$ cat config.mk
export PLATFORM = sky130hd
export DESIGN_NAME = mem_arbiter
export DESIGN_NICKNAME = d
export VERILOG_FILES = /design/src/rtl/mem_arbiter.sv
export SDC_FILE = /design/constraint.sdc
export NUM_CORES = 1
export LEC_CHECK = 0
export BUFFER_PORTS_ARGS = -buffer_cell sky130_fd_sc_hd__buf_2
export CAP_MARGIN = 40
export CORE_MARGIN = 4
export CORE_UTILIZATION = 40
export CTS_CLUSTER_SIZE = 10
export DETAILED_ROUTE_END_ITERATION = 16
export GPL_ROUTABILITY_DRIVEN = 0
export PLACE_DENSITY = 0.76
export SYNTH_ARGS = -nofsm -noshare
export SYNTH_HDL_FRONTEND = slang
export SYNTH_SLANG_ARGS = --single-unit
$ cat constraint.sdc
create_clock -name clk -period 1.6 [get_ports clk]
set_input_delay 0.24 -clock clk [delete_from_list [all_inputs] [get_ports clk]]
set_output_delay 0.24 -clock clk [all_outputs]
set_load 0.02 [all_outputs]
$ cat src/rtl/mem_arbiter.sv
// Round-robin arbiter sharing one backing-memory port between the icache refill path
// and the MSHR. Only one transaction is outstanding at a time; a watchdog aborts a stuck memory.
module mem_arbiter #(
  parameter int ADDR_W  = 32,
  parameter int DATA_W  = 32,
  parameter int TIMEOUT = 64
) (
  input  logic              clk,
  input  logic              rst,
  input  logic              ic_req,
  input  logic [ADDR_W-1:0] ic_addr,
  output logic              ic_ack,
  output logic [DATA_W-1:0] ic_rdata,
  input  logic              dm_req,
  input  logic              dm_we,
  input  logic [ADDR_W-1:0] dm_addr,
  input  logic [DATA_W-1:0] dm_wdata,
  output logic              dm_ack,
  output logic [DATA_W-1:0] dm_rdata,
  output logic              mem_req,
  output logic              mem_we,
  output logic [ADDR_W-1:0] mem_addr,
  output logic [DATA_W-1:0] mem_wdata,
  input  logic              mem_ack,
  input  logic [DATA_W-1:0] mem_rdata,
  output logic              busy,
  output logic              err
);

  localparam int WD_W = (TIMEOUT > 0) ? $clog2(TIMEOUT + 1) : 1;
  localparam logic [WD_W-1:0] WD_LAST = (TIMEOUT > 0) ? WD_W'(TIMEOUT - 1) : '0;
  localparam logic [WD_W-1:0] WD_MAX  = '1;

  typedef enum logic [1:0] {IDLE, BUSY, RESP} state_t;

  state_t            state, state_nx;
  logic              last_dm, last_dm_nx;
  logic              win_dm, win_dm_nx;
  logic              lat_we, lat_we_nx;
  logic [ADDR_W-1:0] lat_addr, lat_addr_nx;
  logic [DATA_W-1:0] lat_wdata, lat_wdata_nx;
  logic [WD_W-1:0]   wdog, wdog_nx;
  logic              err_nx;
  logic [DATA_W-1:0] ic_rdata_nx, dm_rdata_nx;
  logic              grant_dm;
  logic [DATA_W-1:0] resp_data;

  always_ff @(posedge clk) begin
    if (rst) begin
      state     <= IDLE;
      last_dm   <= 1'b1;
      win_dm    <= 1'b0;
      lat_we    <= 1'b0;
      lat_addr  <= '0;
      lat_wdata <= '0;
      wdog      <= '0;
      err       <= 1'b0;
      ic_rdata  <= '0;
      dm_rdata  <= '0;
    end else begin
      state     <= state_nx;
      last_dm   <= last_dm_nx;
      win_dm    <= win_dm_nx;
      lat_we    <= lat_we_nx;
      lat_addr  <= lat_addr_nx;
      lat_wdata <= lat_wdata_nx;
      wdog      <= wdog_nx;
      err       <= err_nx;
      ic_rdata  <= ic_rdata_nx;
      dm_rdata  <= dm_rdata_nx;
    end
  end

  // On a tie the requester that was not served last wins; last_dm only moves on a real mem_ack.
  always_comb begin
    state_nx     = state;
    last_dm_nx   = last_dm;
    win_dm_nx    = win_dm;
    lat_we_nx    = lat_we;
    lat_addr_nx  = lat_addr;
    lat_wdata_nx = lat_wdata;
    wdog_nx      = wdog;
    err_nx       = err;
    ic_rdata_nx  = ic_rdata;
    dm_rdata_nx  = dm_rdata;
    grant_dm     = dm_req & (~ic_req | ~last_dm);
    resp_data    = lat_we ? '0 : mem_rdata;

    case (state)
      IDLE: begin
        if (ic_req | dm_req) begin
          win_dm_nx    = grant_dm;
          lat_we_nx    = grant_dm & dm_we;
          lat_addr_nx  = grant_dm ? dm_addr : ic_addr;
          lat_wdata_nx = grant_dm ? dm_wdata : '0;
          wdog_nx      = '0;
          state_nx     = BUSY;
        end
      end
      BUSY: begin
        if (mem_ack) begin
          if (win_dm) dm_rdata_nx = resp_data;
          else        ic_rdata_nx = resp_data;
          last_dm_nx = win_dm;
          state_nx   = RESP;
        end else begin
          if (wdog != WD_MAX) wdog_nx = wdog + 1'b1;
          if ((TIMEOUT != 0) && (wdog == WD_LAST)) begin
            err_nx = 1'b1;
            if (win_dm) dm_rdata_nx = '0;
            else        ic_rdata_nx = '0;
            state_nx = RESP;
          end
        end
      end
      RESP:    state_nx = IDLE;
      default: state_nx = IDLE;
    endcase
  end

  assign mem_req   = (state == BUSY);
  assign mem_we    = (state == BUSY) & lat_we;
  assign mem_addr  = lat_addr;
  assign mem_wdata = lat_wdata;
  assign ic_ack    = (state == RESP) & ~win_dm;
  assign dm_ack    = (state == RESP) & win_dm;
  assign busy      = (state != IDLE);

endmodule

# Word level (Yosys, flattened, before mapping)

Index checks and enable logic that the tools add are counted.

Bits in registers: 141
Latch bits: 0
Bits in writable memories: 0
Bits in read-only memories: 0
Input port bits: 134
Output and inout bits: 134
Logic and storage cells: 60
Memories kept: 0

Add/sub/neg operators: 1
Multipliers: 0
Divide/modulo/power cells: 0
Magnitude comparators: 0
Equality and inequality tests: 8
Shifts and indexed selects: 0
Muxes and demuxes: 19
Bitwise gates (word level): 11
Reduce and logical (&&, ||, !) cells: 11

Operators with widths:

| operator            | number |
|---|---|
| $mux 32             | 11 |
| $mux 7              | 3 |
| $pmux 7 s2          | 1 |
| $reduce_and 3->1    | 3 |
| $add 7x1->7 const B | 1 |
| $eq 7x6->1 const B  | 1 |
| $ne 7x7->1 const B  | 1 |
| $mux 2              | 3 |
| $reduce_and 2->1    | 3 |
| $reduce_bool 2->1   | 3 |
| $and 1x1->1         | 5 |
| $ne 2x2->1 const B  | 2 |
| $not 1->1           | 4 |
| $pmux 2 s2          | 1 |
| $reduce_and 4->1    | 1 |
| $ne 3x1->1 const B  | 1 |
| $eq 2x1->1 const B  | 1 |
| $eq 2x2->1 const B  | 1 |
| $logic_not 2->1     | 1 |
| $ne 2x1->1 const B  | 1 |
| $or 1x1->1          | 2 |

# Logic depth before layout (Yosys ltp)

Gate-level depths: netlist (run 1).

Depth in word-level cells: 4
Depth in mapped cells: 6
Gate-level depth less buffers: 5

# Worst setup path after synthesis (run 1)

No wires, ideal clock.

Path kind: register to register
Start: register wdog[0]
End: register ic_rdata[10]
Setup time: 0.117 ns
Arrival: 1.657 ns
Data required time: 1.483 ns
Slack: -0.173 ns
Stages on the path, launching flop included: 7
Buffers on the path: 1
Period minus slack after synthesis: 1.773 ns
Cell sequence: dfxtp_1 > ha_1 > nand3_1 > o31ai_1 > a31oi_1 > clkbuf_1 > a22o_1

Cells in the longest elaborated chain, start to end: 3

RTL lines:

| element                            | line | RTL |
|---|---|---|
| start, declared                    | 42   | `logic [WD_W-1:0] wdog, wdog_nx;` |
| start signal, assigned             | 67   | `wdog <= wdog_nx;` |
| $eq 7x6->1                         | 108  | `if ((TIMEOUT != 0) && (wdog == WD_LAST)) begin` |
| $reduce_bool 2->1 (no source line) | --   |  |
| $reduce_and 3->1 (no source line)  | --   |  |
| end signal, assigned               | 69   | `ic_rdata <= ic_rdata_nx;` |
| end, declared                      | 13   | `output logic [DATA_W-1:0] ic_rdata,` |

No other way between the ends.
A chain may end at the register's enable or synchronous reset.

# Final worst setup path (run 1)

Start: register wdog[0]
End: register dm_rdata[19]

Cells in the longest elaborated chain, start to end: 3

RTL lines:

| element                            | line | RTL |
|---|---|---|
| $eq 7x6->1                         | 108  |  |
| $reduce_bool 2->1 (no source line) | --   |  |
| $reduce_and 3->1 (no source line)  | --   |  |
| end signal, assigned               | 70   | `dm_rdata <= dm_rdata_nx;` |
| end, declared                      | 19   | `output logic [DATA_W-1:0] dm_rdata,` |

No other way between the ends.

==> impl_metrics.csv, run 1 <==
group,metric,value,unit
synthesis,synthMuxAreaShare,6.48,%
synthesis,syn_avg_cell_area,11.3,um2
sta,worstMarginPinSlew,0.415,ns
grt,grt_max_degree,36,
detailed_routing,wire_per_inst,16.3,um
min_path,hold_class,"in -> reg",
sta,period_share,99.3,%
critical_path,criticalPathCategory,"reg -> reg",
min_path,hold_end,"mem_wdata[12]$_SDFFE_PP0P_",
synthesis,yosys.area_share.adder,0.253,%
critical_path,critPathLaunchType,"register",
synthesis,yosys.cell_types.count,37,
power,ir_drop,0.633,mV
layout,final_area,0.00745,mm2
floorplan,die_area,0.0142,mm2
synthesis,synth-xor-area-share,0,%
critical_path,crit_start,"wdog[0]$_SDFFE_PP0P_",
synthesis,synth_cells,436,
floorplan,initial_core_util,41.0,%
detailed_routing,vias,4643,
sta,finalClockSkew,0.00655,ns
cts,cts_hold_buf,0,
sta,rsz0062_at_grt,"yes",
detailed_routing,wl,14.6,mm
detailed_routing,drt-vias-per-instance,5.19,
cts,clock_sinks,141,
grt,grt_pass1_wl,22.3,mm
sta,whs,0.0391,ns
critical_path,timing.rr.start,"wdog[0]$_SDFFE_PP0P_",
synthesis,ys_ff_latch,141,
cts,cts_tree,"yes",
cts,cts_inserted_buffers,17,
synthesis,yosysTopAreaCell,"dfxtp_1",
critical_path,r2r_end,"dm_rdata[19]$_SDFFE_PP0P_",
synthesis,synth_top_family_by_area,"compound AO/OA/AOI/OAI gates",
synthesis,yosys-top-cells-area,"dfxtp_1 57%, a22o_1 17%, mux2i_1 6.5%",
grt,grtUsageTotal,19.2,%
detailed_routing,dr.pass1.iters,4,
critical_path,arrival,1.88,ns
placed_design,dp.final_hpwl,10.3,mm
synthesis,ys.flop_type,"dfxtp_1",
sta,worst_slack,0.0112,ns
grt,grt_pass1_vias,4486,
sta,tns,0,ns
synthesis,async_flop_share,0,%
sta,clock.fmax,629,MHz
layout,num_antenna_cells,0,
floorplan,design.core.area,0.0121,mm2
detailed_routing,drtAntennaViolNets,0,
sta,setup_viol,0,
floorplan,die_w,119,um
cts,cts_max_level,4,
critical_path,rr_worst_depth,6,
placed_design,pre_cts_ws,-0.0525,ns
detailed_routing,drt_iter0_markers,365,
critical_path,crit_fanout,32,
cts,root_buffer,"clkbuf_16",
grt,antenna_found_initial,0,
min_path,min_path_cells,2,
floorplan,num_rows,40,
run,max_cap_viol_count,0,
cts,clk_latency,0.40,ns
critical_path,endpoint_kind,"register",
floorplan,ioPinCount,268,
synthesis,synth_nets,571,
synthesis,yosys.area.top_type_share,57.1,%
layout,nNetsFinal,849,
grt,grt-ovfl-total,0,
power,leakage,0.00359,uW
cts,path_clk_slew,0.06,ns
critical_path,cp.required,1.89,ns
critical_path,r2r_slack,0.01,ns
layout,fillers,956,
detailed_routing,drc,0,
synthesis,netlist_area,0.00495,mm2
placed_design,place_area,0.00664,mm2
synthesis,ys_seq_area_share,57.1,%
synthesis,synthSimpleGateAreaFrac,6.93,%
synthesis,synth_edf_count,0,
layout,drive_gt1_share,48.8,%
min_path,hp-start,"dm_wdata[12]",
floorplan,die_y,119,um
run_status,status,"completed",
sta,max_slew_margin,72.1,%
synthesis,synth_compound_area_share,25.5,%
sta,fin_crit,1.59,ns
sta,hold_violations,0,
sta,drv_slew,0,
layout,synthToLayoutAreaGrowth,50.7,%
synthesis,yosysWarnings,0,
placed_design,io_buffers,267,
cts,cts.path.max_buffers,2,
power,p_per_area,1230,mW/mm2
## power breakdown
group / internal (uW) / switching, uW
clock: 2510 / 1470
combinational: 585 / 768
sequential: 3710 / 113
## state kept, by name (all words and copies together) (netlist names)
| signal | count |
|---|---|
| lat_we | 1 |
| state | 2 |
| wdog | 7 |
| dm_rdata | 32 |
| ic_rdata | 32 |
| win_dm | 1 |
| last_dm | 1 |
| mem_addr | 32 |
| err | 1 |
| mem_wdata | 32 |
## final cells by class
class,count,area [um2],share of cell area [%]
clock buffer,20,447,5.99
inverter,4,20.0,0.269
tap,168,210,2.82
multi-input combinational,255,2080,28.0
timing repair buffer,295,1700,22.8
clock inverter,12,161,2.17
sequential,141,2830,38.0
## worst max-delay path: stages (launching register included)
cell and delay [ns]:
dfxtp_2 0.35, ha_4 0.16, nand3_4 0.10, o31ai_4 0.31, a31oi_2 0.16, buf_12 0.19
a22o_1 0.19
## cells in the mapped netlist (all sizes together) (4+ instances only)
master	count
mux2i	32
a211oi	34
nor4	4
nor2	39
a31oi	4
nor3	5
a22o	97
clkbuf	16
buf	21
dfxtp	141
a21oi	4
## cells in the final DEF, fill, tap and decap left out, drive strengths merged, types with 3 or more instances in the layout
cell type,Yosys,final
a211o,2,3
a211oi,34,34
a21oi,4,4
a22o,97,97
a31oi,4,4
buf,21,294
bufinv,0,3
clkbuf,16,21
clkinv,1,4
clkinvlp,0,3
dfxtp,141,141
inv,3,6
mux2i,32,32
nand2b,3,3
nor2,39,39
nor3,5,5
nor3b,3,3
nor4,4,4
o21ai,3,3
o31ai,3,3
or4,3,3
## what timing repair did
| item | in CTS | in global routing |
|---|---|---|
| pin swaps | 2 | 6 |
| endpoints found under the setup margin | 16 | 81 |
| buffers inserted | 0 | 6 |
| resized for setup | 12 | 18 |
| gates cloned | 1 | 2 |
## layer usage
layer | vias up | wire length [um] | global-route usage (%)
li1 | 2225 | - | -
met3 | 14 | 1360 | 6.79
met5 | - | 0 | 0
met4 | 0 | 182 | 6.88
met2 | 237 | 7040 | 30.5
met1 | 2167 | 6020 | 24.2
## through the flow
| stage | power, uW | cells | utilization (%) |
|---|---|---|---|
| finish | 9150 | 895 | 61.8 |
| global route | 9530 | 895 | 61.8 |
| CTS | 9170 | 887 | 60.6 |
| global placement | 5100 | 854 | 55.1 |
| detailed placement | 5140 | 854 | 55.1 |
| floorplan | 4590 | 436 | - |
## cell families after synthesis
| group | after synthesis |
|---|---|
| buffers and inverters | 41 |
| flip-flops | 141 |
| adder cells (fa/ha/maj) | 1 |
| AND/OR/NAND/NOR | 67 |
| AO/OA/AOI/OAI | 154 |
| multiplexers | 32 |
## worst max path at each step
stage	slack, ns	to	depth (start not counted)
4_1_cts	0.005	dm_rdata[19]$_SDFFE_PP0P_	6
6_report	0.01	dm_rdata[19]$_SDFFE_PP0P_	6
3_5_place_dp	-0.05	wdog[3]$_SDFFE_PP0P_	4
5_1_grt	-0.06	dm_rdata[22]$_SDFFE_PP0P_	5
3_3_place_gp	-0.009	wdog[3]$_SDFFE_PP0P_	4
2_1_floorplan	0.002	dm_rdata[0]$_SDFFE_PP0P_	6
Note: power is estimated with default switching activity, not from simulation.
==> inputs of run 2 (changes only) <==
- CELL_PAD_IN_SITES_DETAIL_PLACEMENT: default -> 0
- CELL_PAD_IN_SITES_GLOBAL_PLACEMENT: default -> 1
- CORE_UTILIZATION: 40 -> 29
- PLACE_DENSITY: 0.76 -> default
- PLACE_DENSITY_LB_ADDON: default -> 0.1
- RECOVER_POWER: default -> 100
==> impl_metrics.csv, run 2 (synthesized netlist as in run 1, its figures left out) <==
group,metric,value,unit
detailed_routing,wire_per_inst,17.0,um
critical_path,cp_slowest_cell,"dfxtp_2",
critical_path,crit_top_cell,"buf_6",
detailed_routing,drt_iter0_markers,183,
sta,worstMarginPinSlew,0.338,ns
floorplan,num_rows,47,
critical_path,max_stage_delay,0.35,ns
critical_path,path_buf_inv,3,
cts,path_clk_slew,0.06,ns
critical_path,arrival,1.36,ns
layout,ff_latch_area,0.00283,mm2
sta,drv_slew,0,
grt,grt_max_degree,43,
detailed_routing,dr.pass1.iters,4,
power,ir_drop,0.700,mV
detailed_routing,drtAntennaViolNets,0,
floorplan,design.core.area,0.0166,mm2
floorplan,initial_core_util,29.7,%
detailed_routing,drt-vias-per-instance,4.83,
layout,utilization,44.9,%
sta,tns,-0.000734,ns
cts,clock_sinks,141,
cts,cts_max_level,4,
sta,hold_violations,0,
critical_path,criticalPathCategory,"reg -> out",
sta,setup_viol,1,
power,p_per_area,1210,mW/mm2
power,leakage,0.00313,uW
sta,finalClockSkew,0.0106,ns
detailed_routing,drc,0,
grt,grt_pass1_wl,25.1,mm
min_path,hold_class,"in -> reg",
critical_path,endpoint_kind,"output pin",
sta,worst_slack,-0.000734,ns
sta,rsz0062_at_grt,"yes",
cts,cts_tree,"yes",
grt,grtUsageTotal,16.1,%
layout,final_area,0.00746,mm2
placed_design,io_buffers,267,
layout,nNetsFinal,864,
sta,clock.fmax,625,MHz
floorplan,die_w,139,um
sta,fin_crit,1.60,ns
critical_path,worstPathCellList,"nand2b_4 -> clkinv_4 -> buf_6 -> and2_4 -> buf_6",
grt,grt_pass1_vias,4670,
layout,drive_gt1_share,31.8,%
run,max_cap_viol_count,0,
placed_design,dp.final_hpwl,11.3,mm
run_status,status,"finished, violations left",
critical_path,critPathLaunchType,"register",
floorplan,ioPinCount,268,
detailed_routing,wl,16.4,mm
placed_design,place_area,0.00683,mm2
grt,grt-ovfl-total,0,
run_status,failed_checks,"setup timing",
layout,final_cell_mix,"136 x dfxtp_1, 133 x buf_2, 132 x clkbuf_1",
layout,fillers,1686,
cts,cts_inserted_buffers,17,
layout,layoutNonFillerInstCount,963,
critical_path,crit_family,"flip-flops",
layout,layout_commonest_cell,"dfxtp_1",
floorplan,die_area,0.0192,mm2
critical_path,cp.required,1.36,ns
floorplan,die_y,139,um
sta,period_share,100,%
layout,multiInputGateArea,0.00208,mm2
cts,cts.path.max_buffers,2,
cts,clk_latency,0.41,ns
detailed_routing,vias,4649,
cts,root_buffer,"clkbuf_16",
critical_path,crit_fanout,4,
placed_design,placedCellCount,920,
grt,antenna_found_initial,1,
layout,synthToLayoutAreaGrowth,50.9,%
sta,max_slew_margin,77.5,%
==> run 2: changes by cell type in the layout (fill, tap and decap cells not counted), sizes merged, moves of 2 or more <==
cell | previous run | this run
buf | 294 | 174
clkinvlp | 3 | 1
clkbuf | 21 | 157
clkinv | 4 | 6
==> run 2: timing repair <==
action                                  CTS  global route
gates resized for setup                  25             9
gates cloned                              2             2
hold buffers                              0             0
pin swaps                                 1             6
buffers inserted                          3             3
endpoints found under the setup margin   68            85
==> run 2: final timing paths <==
check / startpoint / endpoint / cells past startpoint / slack [ns]
worst min register to register: ic_rdata[4]$_SDFFE_PP0P_ / ic_rdata[4]$_SDFFE_PP0P_ / 1 / 0.47
worst max register to register: wdog[0]$_SDFFE_PP0P_ / ic_rdata[6]$_SDFFE_PP0P_ / 7 / 0.03
worst max-delay path: state[1]$_SDFFE_PP0P_ / mem_we / 5 / -0.0007
worst min-delay path: dm_wdata[8] / mem_wdata[8]$_SDFFE_PP0P_ / 2 / 0.03
==> run 2: area by class of cell <==
| type | instances | area share [%] |
|---|---|---|
| Clock buffer | 20 | 5.98 |
| Multi-Input combinational cell | 254 | 27.9 |
| Clock inverter | 12 | 1.81 |
| Tap cell | 220 | 3.69 |
| Timing Repair Buffer | 311 | 22.3 |
| Inverter | 4 | 0.302 |
| Antenna cell | 1 | 0.0335 |
| Sequential cell | 141 | 38.0 |
==> run 2: layer usage <==
metal	global-route usage [%]	share of wire (%)	up-vias
li1	-	-	2253
met1	19.9	43	2163
met2	25.1	46	208
met3	6.00	9.2	23
met4	7.02	2.0	2
met5	0	0.043	-
==> run 2: through the flow <==
| stage | total power [uW] | hold WS, ns | worst slack, ns |
|---|---|---|---|
| floorplan | 4590 | 0.366 | 0.00222 |
| global placement | 5170 | 0.451 | 0.00983 |
| detailed placement | 5190 | 0.450 | -0.0324 |
| CTS | 9170 | 0.0117 | -0.0269 |
| global route | 9410 | 0.0208 | -0.0595 |
| finish | 9020 | 0.0330 | -0.000734 |
==> run 2: power by group <==
group,switching (uW),internal (uW),total [uW]
clock network,1540,2350,3890
registers,108,3710,3810
logic,780,540,1320
total,2420,6600,9020
==> inputs of run 3 (changes only) <==
--- a/config.mk
+++ b/config.mk
@@ -16,3 +16,3 @@
 export GPL_ROUTABILITY_DRIVEN = 0
-export PLACE_DENSITY_LB_ADDON = 0.1
+export PLACE_DENSITY = 0.75
 export RECOVER_POWER = 100
--- a/constraint.sdc
+++ b/constraint.sdc
@@ -3,2 +3,2 @@
 set_output_delay 0.24 -clock clk [all_outputs]
-set_load 0.02 [all_outputs]
+set_load 0.005 [all_outputs]
==> impl_metrics.csv, run 3 (synthesized netlist as in run 1, its figures left out) <==
group,metric,value,unit
critical_path,worstPathCellList,"buf_4 -> a211o_4 -> or4_4 -> a21oi_2",
layout,final_cell_mix,"173 x buf_2, 137 x dfxtp_1, 97 x a22o_1",
sta,period_share,99.8,%
placed_design,io_buffers,267,
floorplan,design.core.area,0.0166,mm2
sta,worst_slack,0.00399,ns
critical_path,max_stage_delay,0.52,ns
critical_path,path_buf_inv,1,
grt,grt_pass1_vias,4655,
layout,synthToLayoutAreaGrowth,48.6,%
placed_design,pre_cts_ws,-0.0140,ns
power,p_per_area,1210,mW/mm2
critical_path,critPathLaunchType,"register",
floorplan,ioPinCount,268,
critical_path,rr_worst_depth,4,
cts,path_clk_slew,0.06,ns
grt,antenna_found_initial,0,
sta,hold_violations,0,
critical_path,cp_slowest_cell,"or4_4",
detailed_routing,drc,0,
detailed_routing,drtAntennaViolNets,0,
cts,cts_hold_buf,0,
run,max_cap_viol_count,0,
placed_design,placedCellCount,909,
critical_path,timing.rr.start,"state[0]$_SDFFE_PP0P_",
detailed_routing,wl,15.3,mm
floorplan,die_area,0.0192,mm2
critical_path,crit_fanout,8,
run_status,status,"completed",
critical_path,criticalPathCategory,"reg -> reg",
grt,grtUsageTotal,15.0,%
sta,fin_crit,1.60,ns
critical_path,r2r_end,"wdog[2]$_SDFFE_PP0P_",
critical_path,endpoint_kind,"register",
sta,max_slew_margin,75.6,%
sta,setup_viol,0,
sta,finalClockSkew,0.0114,ns
floorplan,die_w,139,um
cts,cts_tree,"yes",
floorplan,num_rows,47,
critical_path,crit_family,"simple AND/OR/NAND/NOR gates",
sta,clock.fmax,627,MHz
detailed_routing,vias,4620,
critical_path,crit_start,"state[0]$_SDFFE_PP0P_",
detailed_routing,dr.pass1.iters,4,
detailed_routing,drt_iter0_markers,176,
sta,worstMarginPinSlew,0.363,ns
power,ir_drop,0.688,mV
power,leakage,0.00320,uW
critical_path,crit_cells,4,
cts,cts_max_level,4,
grt,grt-ovfl-total,0,
layout,nNetsFinal,846,
sta,drv_slew,0,
grt,grt_max_degree,36,
cts,clock_sinks,141,
critical_path,r2r_slack,0.004,ns
layout,layoutNonFillerInstCount,944,
critical_path,crit_path_end,"wdog[2]$_SDFFE_PP0P_",
grt,grt_pass1_wl,23.8,mm
cts,cts.path.max_buffers,2,
floorplan,die_y,139,um
layout,num_antenna_cells,0,
layout,layout_commonest_cell,"buf_2",
detailed_routing,wire_per_inst,16.2,um
cts,clk_latency,0.41,ns
critical_path,cp.required,1.94,ns
placed_design,dp.final_hpwl,11.0,mm
layout,drive_gt1_share,35.2,%
sta,rsz0062_at_grt,"yes",
floorplan,initial_core_util,29.7,%
critical_path,arrival,1.94,ns
cts,cts_inserted_buffers,17,
detailed_routing,drt-vias-per-instance,4.89,
cts,root_buffer,"clkbuf_16",
min_path,hold_class,"in -> reg",
==> run 3: per-stage QoR <==
step                      power [uW]  hold WS, ns  utilization [%]  TNS, ns  area, um2
after floorplan                 4370        0.366                -        0       4980
after global placement          4910        0.450             40.4        0       6730
after detailed placement        4930        0.451             40.4  -0.0239       6730
after CTS                       9060      0.00839             44.4        0       7390
after global routing            9320       0.0192             44.2    -1.65       7350
final                           8920       0.0347             44.2        0       7350
==> run 3: worst min-delay path by stage <==
stage | startpoint | endpoint | slack [ns] | cells past startpoint
floorplan | dm_we | lat_we$_SDFFE_PP0P_ | 0.37 | 1
detailed placement | dm_rdata[5]$_SDFFE_PP0P_ | dm_rdata[5]$_SDFFE_PP0P_ | 0.45 | 1
global placement | ic_rdata[6]$_SDFFE_PP0P_ | ic_rdata[6]$_SDFFE_PP0P_ | 0.45 | 1
global route | dm_wdata[6] | mem_wdata[6]$_SDFFE_PP0P_ | 0.02 | 2
CTS | dm_wdata[24] | mem_wdata[24]$_SDFFE_PP0P_ | 0.008 | 2
finish | dm_wdata[24] | mem_wdata[24]$_SDFFE_PP0P_ | 0.03 | 2
==> run 3: final cells by class <==
class,instances,area (um2)
clock buffer,18,439
multi-input combinational,254,2060
fill,1633,9290
tap,220,275
inverter,4,20.0
sequential,141,2830
timing repair buffer,293,1550
clock inverter,14,173
==> run 3: worst register-to-register path: cells and delay by family (launching register included) <==
kind	cells	cell delay, ns
AO/OA/AOI/OAI	2	0.50
buffers and inverters	1	0.14
flip-flops	1	0.37
AND/OR/NAND/NOR	1	0.52
==> run 3: per-layer routing <==
metal,GRT usage [%],vias to the layer above,wire [um]
li1,-,2225,-
met1,17.9,2148,6280
met2,25.0,218,7430
met3,4.93,29,1210
met4,6.40,0,367
met5,0,-,0
==> run 3: power by group <==
group	internal, uW	switching, uW	total, uW
sequential	3700	111	3810
combinational	530	547	1080
clock	2410	1620	4030
==> run 3: timing repair <==
item | 4_1_cts | 5_1_grt
setup buffers | 0 | 1
cloned | 1 | 1
gates resized for setup | 6 | 13
pin swaps | 1 | 4
setup endpoints to repair | 5 | 107
